## src/rtl/booth2_operand_prep.sv

```systemverilog
// Operand prep for the 16x16 Booth-2 multiplier: registers A, -A and the eight radix-4 codes of B behind a 2-entry skid buffer.
// Optional `define BOOTH2_PREP_ZERO_DETECT_EN adds out_zero, flagged when either operand is zero.
module booth2_operand_prep #(
  parameter int WIDTH  = 16,
  parameter int NUM_PP = 8
) (
  input  logic                      clk,
  input  logic                      rst_n,
  input  logic                      in_valid,
  output logic                      in_ready,
  input  logic [WIDTH-1:0]          in_A,
  input  logic [WIDTH-1:0]          in_B,
  output logic                      out_valid,
  input  logic                      out_ready,
  output logic [WIDTH-1:0]          A,
  output logic [WIDTH-1:0]          inversed_A,
  output logic [1:0]                code_pp1,
  output logic [3*(NUM_PP-1)-1:0]   code_pp
`ifdef BOOTH2_PREP_ZERO_DETECT_EN
  ,
  output logic                      out_zero
`endif
);

  localparam int CW     = 3 * (NUM_PP - 1);
  localparam int BASE_W = 2 * WIDTH + 2 + CW;
`ifdef BOOTH2_PREP_ZERO_DETECT_EN
  localparam int BW     = BASE_W + 1;
`else
  localparam int BW     = BASE_W;
`endif

  // Bundle layout, LSB first: codes, code_pp1, A, -A, [zero flag]
  localparam int C1_LO  = CW;
  localparam int A_LO   = CW + 2;
  localparam int NEG_LO = CW + 2 + WIDTH;

  logic [WIDTH-1:0] neg_a;
  logic [CW-1:0]    codes_new;
  logic [BW-1:0]    bundle_new;

  logic [BW-1:0]    main_q, main_d;
  logic [BW-1:0]    skid_q, skid_d;
  logic             main_valid_q, main_valid_d;
  logic             skid_valid_q, skid_valid_d;
  logic             in_ready_q, in_ready_d;

  logic             in_xfer;
  logic             out_xfer;

  assign neg_a = (~in_A) + WIDTH'(1);

  // Group gi overlaps the previous group by one bit: {B[2gi+1], B[2gi], B[2gi-1]}
  genvar gi;
  generate
    for (gi = 1; gi < NUM_PP; gi++) begin : g_code
      assign codes_new[3*gi-1 -: 3] = in_B[2*gi+1 -: 3];
    end
  endgenerate

  assign bundle_new[CW-1:0]                = codes_new;
  assign bundle_new[C1_LO+1:C1_LO]         = in_B[1:0];
  assign bundle_new[A_LO+WIDTH-1:A_LO]     = in_A;
  assign bundle_new[NEG_LO+WIDTH-1:NEG_LO] = neg_a;
`ifdef BOOTH2_PREP_ZERO_DETECT_EN
  assign bundle_new[BW-1] = (in_A == '0) || (in_B == '0);
`endif

  assign in_xfer  = in_valid & in_ready_q;
  assign out_xfer = main_valid_q & out_ready;

  always_comb begin
    main_d       = main_q;
    skid_d       = skid_q;
    main_valid_d = main_valid_q;
    skid_valid_d = skid_valid_q;
    if (out_xfer) begin
      if (skid_valid_q) begin
        main_d = skid_q;
        if (in_xfer) begin
          skid_d = bundle_new;
        end else begin
          skid_valid_d = 1'b0;
        end
      end else if (in_xfer) begin
        main_d = bundle_new;
      end else begin
        main_valid_d = 1'b0;
      end
    end else if (in_xfer) begin
      if (!main_valid_q) begin
        main_d       = bundle_new;
        main_valid_d = 1'b1;
      end else begin
        skid_d       = bundle_new;
        skid_valid_d = 1'b1;
      end
    end
    // Registered ready: only the skid occupancy decides, never out_ready directly
    in_ready_d = ~skid_valid_d;
  end

  always_ff @(posedge clk or negedge rst_n) begin
    if (!rst_n) begin
      main_q       <= '0;
      skid_q       <= '0;
      main_valid_q <= 1'b0;
      skid_valid_q <= 1'b0;
      in_ready_q   <= 1'b0;
    end else begin
      main_q       <= main_d;
      skid_q       <= skid_d;
      main_valid_q <= main_valid_d;
      skid_valid_q <= skid_valid_d;
      in_ready_q   <= in_ready_d;
    end
  end

  assign in_ready   = in_ready_q;
  assign out_valid  = main_valid_q;
  assign code_pp    = main_q[CW-1:0];
  assign code_pp1   = main_q[C1_LO+1:C1_LO];
  assign A          = main_q[A_LO+WIDTH-1:A_LO];
  assign inversed_A = main_q[NEG_LO+WIDTH-1:NEG_LO];
`ifdef BOOTH2_PREP_ZERO_DETECT_EN
  assign out_zero   = main_q[BW-1];
`endif

endmodule

```

## config.mk

```make
export PLATFORM = sky130hd
export DESIGN_NAME = booth2_operand_prep
export DESIGN_NICKNAME = d
export VERILOG_FILES = /design/src/rtl/booth2_operand_prep.sv
export SDC_FILE = /design/constraint.sdc
export NUM_CORES = 1
export LEC_CHECK = 0
export CAP_MARGIN = 20
export CORE_UTILIZATION = 30
export DETAILED_ROUTE_END_ITERATION = 6
export PLACE_DENSITY = 0.58
export SETUP_SLACK_MARGIN = 0.3
export SLEW_MARGIN = 20
export SYNTH_ARGS = -nofsm -noshare
export SYNTH_HDL_FRONTEND = slang
export SYNTH_SLANG_ARGS = --single-unit
```

## constraint.sdc

```tcl
create_clock -name clk -period 1.59 [get_ports clk]
set_input_delay 0.318 -clock clk [delete_from_list [all_inputs] [get_ports clk]]
set_output_delay 0.318 -clock clk [all_outputs]
set_load 0.01 [all_outputs]
```

==> results.json, run 1 <==
{
  "finalClockSkew_ns": 0.01049,
  "grt_setup_unrepaired": "true",
  "irDropWorstVdd_uv": 841.7,
  "seqPwrFrac": 0.289,
  "portBuffers": 92,
  "r2r-start": "out_valid",
  "place_area_um2": 6050,
  "cp.required_ns": 1.88,
  "ys_seq_area_frac": 0.5425,
  "gp_congestion": 0.7682,
  "grt_pass1_wl_um": 23690,
  "grt_pass1_vias": 4372,
  "p_int_mw": 10.13,
  "synthFlopType": "dfrtp_1",
  "rows": 44,
  "hpwl_um": 8292,
  "htree_levels": 3,
  "synth_top_area_frac": 0.5425,
  "post-route-min-period_ns": 1.630,
  "cts-root-buf": "clkbuf_16",
  "yosysMostFrequentCell": "dfrtp_1",
  "syn_area_um2": 4474,
  "ys_warn_count": 0,
  "violations": "negative setup slack",
  "synth_fp_nets": 480,
  "synth_common_cells": "97 x dfrtp_1, 91 x nand2_1, 45 x nor2_1, 33 x a31oi_1, 31 x mux2_2",
  "cts.path.max_buffers": 2,
  "worstHoldStart": "in_A[3]",
  "p_comb_frac": 0.558,
  "syn_inst": 443,
  "post-place-cells": 733,
  "wl_per_cell_um": 18.65,
  "hp-class": "input pin to register",
  "ys_ff_latch": 97,
  "worstPathArrival_ns": 1.92,
  "antenna_cells": 0,
  "synth.area.top_cells": "dfrtp_1 54%, mux2_2 7.8%, nand2_1 7.6%",
  "finalCritPeriodShare": 1.025,
  "worst_hold_path.num_cells": 3,
  "r2r_slack_ns": -0.04,
  "die_area_um2": 15410,
  "grt_antenna_before_repair": 0,
  "dp_worst_setup_slack_ns": -0.8233,
  "drt_iter0_drc": 319,
  "gr-usage-all-layers": 0.2073,
  "p_clk_frac": 0.153,
  "grt_use_met2": 0.3460,
  "syn2layout_area_growth_pct": 74.75,
  "grt_busiest_layer": "met2",
  "drc": 0,
  "synth_edf_count": 0,
  "power_density_nw_per_um2": 2041,
  "critPathKind": "register to register",
  "layout-drive-gt1-share": 0.5388,
  "first_pass_iters": 4,
  "layout_setup_ws_ns": -0.03956,
  "crit_path_end_kind": "register",
  "clock-sinks": 97,
  "ys_types": 42,
  "final-hold-violation-count": 0,
  "grt_overflow": 0,
  "switching_share": 0.3651,
  "grtUsageMet3": 0.03159,
  "slew_headroom": 0.6871,
  "vias": 4254,
  "ys_async_sr_fraction": 1.000,
  "cts_tree": "built",
  "viasPerCell": 5.138,
  "grt_start_max_net_pins": 34,
  "core_um2": 14530,
  "drtAntennaViolNets": 0,
  "p_switching_mw": 5.826,
  "fin_util": 0.5380,
  "die_h_um": 124.1,
  "stdcell_area_um2": 7819,
  "crit_fanout": 6,
  "startpoint_type": "register",
  "maxCapViolations": 0,
  "ios": 93,
  "tightest_slew_ns": 0.4694,
  "status": "complete, but fails checks",
  "maxSlewViolCount": 0,
  "whs_endpoint": "main_q[26]",
  "drt_wl_total_um": 15440,
  "initial_utilization": 0.3079,
  "yosys.area.top_type": "dfrtp_1",
  "clock_latency_ns": 0.35,
  "finalNonFillerCells": 828,
  "leakagePower_nw": 3.540,
  "nNetsFinal": 676,
  "cts_inserted_buffers": 9,
  "worst_r2r_endpoint": "main_q[52]",
  "syn_avg_cell_area_um2": 10.10,
  "setup_viol": 12,
  "gr-usage-met1": 0.2674,
  "die_w_um": 124.1,
  "rr_worst_depth": 5,
  "clk_pin_slew_worst_paths_ns": 0.07,
  "max_freq_ghz": 0.6137
}
[critical path, stage by stage, from the launching register on]
cell and delay (ns):
dfrtp_2 0.45, nor2b_4 0.14, or2_1 0.24, buf_6 0.14
or4_4 0.51, nand3_2 0.08
[state kept, by name, summed over array words and instances (netlist names)]
| register | cells |
|---|---|
| out_valid | 1 |
| main_q | 47 |
| skid_valid_q | 1 |
| skid_q | 47 |
| in_ready | 1 |
[what timing repair did]
action                                  in CTS  in global routing
hold buffers                                 1                  0
endpoints found under the setup margin     151                117
pin swaps                                   32                 19
setup buffers                               58                  6
cloned                                      13                  1
hold endpoints to repair                    29                  0
gates resized for setup                    447                 43
[logic make-up after synthesis]
family,synth area share
AND/OR/NAND/NOR,0.1882
flip-flops,0.5425
AO/OA/AOI/OAI,0.1172
buffers and inverters,0.05369
multiplexers,0.07802
XOR/XNOR,0.01762
adder cells (fa/ha/maj),0.002796
[power by group through the flow]
stage | Clock, mW | Combinational (mW) | Sequential [mW]
after floorplan | 0 | 2.94 | 4.65
after global placement | 0 | 5.47 | 4.48
after detailed placement | 0 | 5.55 | 4.55
after CTS | 2.45 | 8.64 | 4.55
after global routing | 2.57 | 9.52 | 4.75
final | 2.44 | 8.91 | 4.61
[cell usage in the layout (no fill, tap or decap), types with 3 or more instances in the layout]
master	Yosys	layout
dfrtp_1	97	94
nand2_1	91	84
buf_4	8	74
buf_2	9	46
buf_6	4	37
nor2_4	0	35
a31oi_1	33	31
mux2_4	0	31
clkdlybuf4s50_1	0	19
buf_12	0	15
buf_16	0	12
o21ai_1	3	11
nor2_1	45	10
clkbuf_16	0	10
clkbuf_2	0	8
or4_4	4	6
nand2_2	0	6
nand3_1	11	6
a22oi_1	10	6
nand3_2	0	5
a21oi_2	0	5
xor2_1	6	5
o21ai_2	0	5
nand4_1	5	5
buf_8	0	5
a22oi_2	0	4
nor4_4	2	4
clkdlybuf4s15_1	0	4
o21ai_0	16	3
o31ai_1	6	3
dfrtp_2	0	3
[final cells by class]
cell class                      instances  area (um^2)
Sequential cell                        97         2431
Timing Repair Buffer                  226         2270
Clock inverter                          7        102.6
Fill cell                            1243         6715
Clock buffer                            9        225.2
Multi-Input combinational cell        301         2527
Inverter                                4        32.53
Tap cell                              184        230.2
[per-layer routing]
layer / wire length, um / part of all wire / vias up
li1: - / - / 1935
met3: 714 / 0.046 / 25
met4: 333 / 0.022 / 0
met1: 6517 / 0.42 / 2177
met2: 7877 / 0.51 / 117
met5: 0 / 0 / -
[how the worst max path moves through the flow]
stage / slack [ns] / start / endpoint
floorplan: -0.17 / in_A[1] / skid_q[51]
global placement: -0.80 / in_A[1] / skid_q[51]
detailed placement: -0.82 / in_A[0] / skid_q[51]
CTS: -0.05 / in_A[1] / skid_q[51]
global route: -0.11 / out_valid / main_q[44]
finish: -0.04 / out_valid / main_q[52]
[through the flow]
step                      hold slack [ns]  power (mW)  TNS, ns
after floorplan                   0.02241       7.587  -0.9423
after global placement             0.3058       9.945   -47.51
after detailed placement           0.3048       10.10   -48.77
after CTS                          0.2651       15.65  -0.1975
after global routing               0.3003       16.84   -2.114
final                              0.2866       15.96  -0.2081
(Power assumes the default switching activity.)
==> run 2, diff against run 1 <==
Settings changed: CORE_ASPECT_RATIO set to 0.8, CORE_UTILIZATION 30 to 33, PLACE_DENSITY 0.58 to 0.63.
==> run 2 against run 1 <==
Net effect: fmax decreased by 1.7%; register-to-register slack got worse by 0.03 ns; the run still ends with negative setup slack left; cell area increased by 1.8%; sequential share of layout area fell by 0.60 points; largest power group unchanged; via count up 1.9%; worst setup slack worse by 0.028 ns; largest cell class unchanged; highest routed layer unchanged; core utilization increased by 7.2 points.
==> results.json, run 2 (synthesis gave the netlist of run 1 again) <==
{
  "p_switching_mw": 6.170,
  "grt_setup_unrepaired": "true",
  "crit_fanout": 8,
  "fillCellCount": 997,
  "grt_busiest_layer": "met2",
  "switching_share": 0.3800,
  "slew_headroom": 0.6882,
  "core_um2": 13060,
  "whs_ns": 0.2849,
  "drtAntennaViolNets": 0,
  "setup_viol": 22,
  "irDropWorstVdd_uv": 911.9,
  "viasPerCell": 5.249,
  "cts_tree": "built",
  "layout_common_cells": "97 x dfrtp_1, 72 x nand2_1, 68 x buf_4, 47 x buf_2, 46 x buf_6",
  "gr-usage-all-layers": 0.2247,
  "clock-sinks": 97,
  "die_area_um2": 14030,
  "vias": 4336,
  "status": "complete, but fails checks",
  "grt_pass1_vias": 4300,
  "p_int_mw": 10.07,
  "power_density_nw_per_um2": 2039,
  "finalClockSkew_ns": 0.004983,
  "wl_per_cell_um": 20.22,
  "cts_inserted_buffers": 9,
  "top_regs": "main_q: 47 flops, skid_q: 47 flops",
  "layout_setup_ws_ns": -0.06743,
  "max_freq_ghz": 0.6033,
  "grt_use_met2": 0.3655,
  "initial_utilization": 0.3427,
  "place_area_um2": 6076,
  "die_w_um": 132.2,
  "hpwl_um": 8648,
  "gp_congestion": 0.8018,
  "first_pass_iters": 4,
  "grt_antenna_before_repair": 0,
  "portBuffers": 92,
  "p_comb_frac": 0.581,
  "grtUsageMet3": 0.03910,
  "worstPathArrival_ns": 1.94,
  "post-route-min-period_ns": 1.657,
  "clock_latency_ns": 0.35,
  "ios": 93,
  "maxCapViolations": 0,
  "drt_iter0_drc": 304,
  "cts-root-buf": "clkbuf_16",
  "grt_pass1_wl_um": 23990,
  "final_common_cell": "dfrtp_1",
  "grt_overflow": 0,
  "syn2layout_area_growth_pct": 77.94,
  "htree_levels": 3,
  "final-hold-violation-count": 0,
  "clk_pin_slew_worst_paths_ns": 0.07,
  "nNetsFinal": 683,
  "critPathKind": "register to register",
  "layout-drive-gt1-share": 0.5745,
  "antenna_cells": 0,
  "finalCritPeriodShare": 1.042,
  "die_h_um": 106.1,
  "grt_start_max_net_pins": 33,
  "leakagePower_nw": 3.542,
  "hp-class": "input pin to register",
  "gr-usage-met1": 0.3093,
  "stdcell_area_um2": 7961,
  "p_clk_frac": 0.134,
  "violations": "negative setup slack",
  "maxSlewViolCount": 0,
  "seqPwrFrac": 0.286,
  "tns_ns": -0.6268,
  "drc": 0,
  "startpoint_type": "register",
  "cp.required_ns": 1.87,
  "drt_wl_total_um": 16710,
  "rows": 37,
  "total_power_mw": 16.24,
  "tightest_slew_ns": 0.4677,
  "crit_path_end_kind": "register",
  "cts.path.max_buffers": 2
}
[run 2: changes by cell type in the layout (fill, tap and decap cells not counted), moves of 11 or more]
cell / change
nor2_4: -22
a31oi_1: -20
a31oi_4: +16
nand2_1: -12
nor2_1: +11
nor2_2: +11
[run 2: path summary, 6_finish.rpt]
kind                             from         end  slack (ns)  cells after the start
max                         out_valid  main_q[53]       -0.07                      5
max in group asynchronous       rst_n  skid_q[29]        0.59                      3
min                           in_A[0]  skid_q[39]        0.28                      3
min in group asynchronous       rst_n   skid_q[3]        0.47                      2
min reg2reg                skid_q[50]  skid_q[50]        0.49                      2
max reg2reg                 out_valid  main_q[53]       -0.07                      5
[run 2: power groups by stage]
| stage | sequential, mW | clock [mW] | combinational, mW |
|---|---|---|---|
| 3_5_place_dp | 4.52 | 0 | 5.56 |
| 3_3_place_gp | 4.47 | 0 | 5.42 |
| 4_1_cts | 4.51 | 2.18 | 7.98 |
| 6_report | 4.64 | 2.17 | 9.43 |
| 2_1_floorplan | 4.65 | 0 | 2.94 |
| 5_1_grt | 4.74 | 2.27 | 9.96 |
[run 2: routing by layer]
metal	vias up	wire, um
met2	133	8243
met5	-	0
met4	0	322
met1	2214	7170
met3	27	969
li1	1962	-
[run 2: area by class of cell]
type                       instances  area, um^2  area share
multi-input combinational        303        2689      0.3377
clock inverter                     6       58.81    0.007386
timing repair buffer             231        2306      0.2896
clock buffer                      10       229.0     0.02876
sequential                        97        2427      0.3049
inverter                           4       32.53    0.004086
tap                              175       219.0     0.02750
[run 2: worst max-delay path: stages (launching register included)]
cell,delay (ns)
dfrtp_1,0.44
nor2b_4,0.16
or2_1,0.24
buf_6,0.15
or4_1,0.51
nand3_1,0.09
[run 2: stage by stage]
stage	instances	util	setup WS (ns)
2_1_floorplan	443	-	-0.1701
3_3_place_gp	734	0.4654	-0.7922
3_5_place_dp	734	0.4654	-0.7962
4_1_cts	806	0.5703	-0.02485
5_1_grt	826	0.6098	-0.1028
6_report	826	0.6098	-0.06743
[run 2: repair_timing]
action	CTS	global route
pin swaps	39	30
gates cloned	13	3
buffers inserted	42	17
gates resized for setup	392	112
setup endpoints to repair	151	123
hold buffers	1	0
endpoints found under the hold margin	29	0
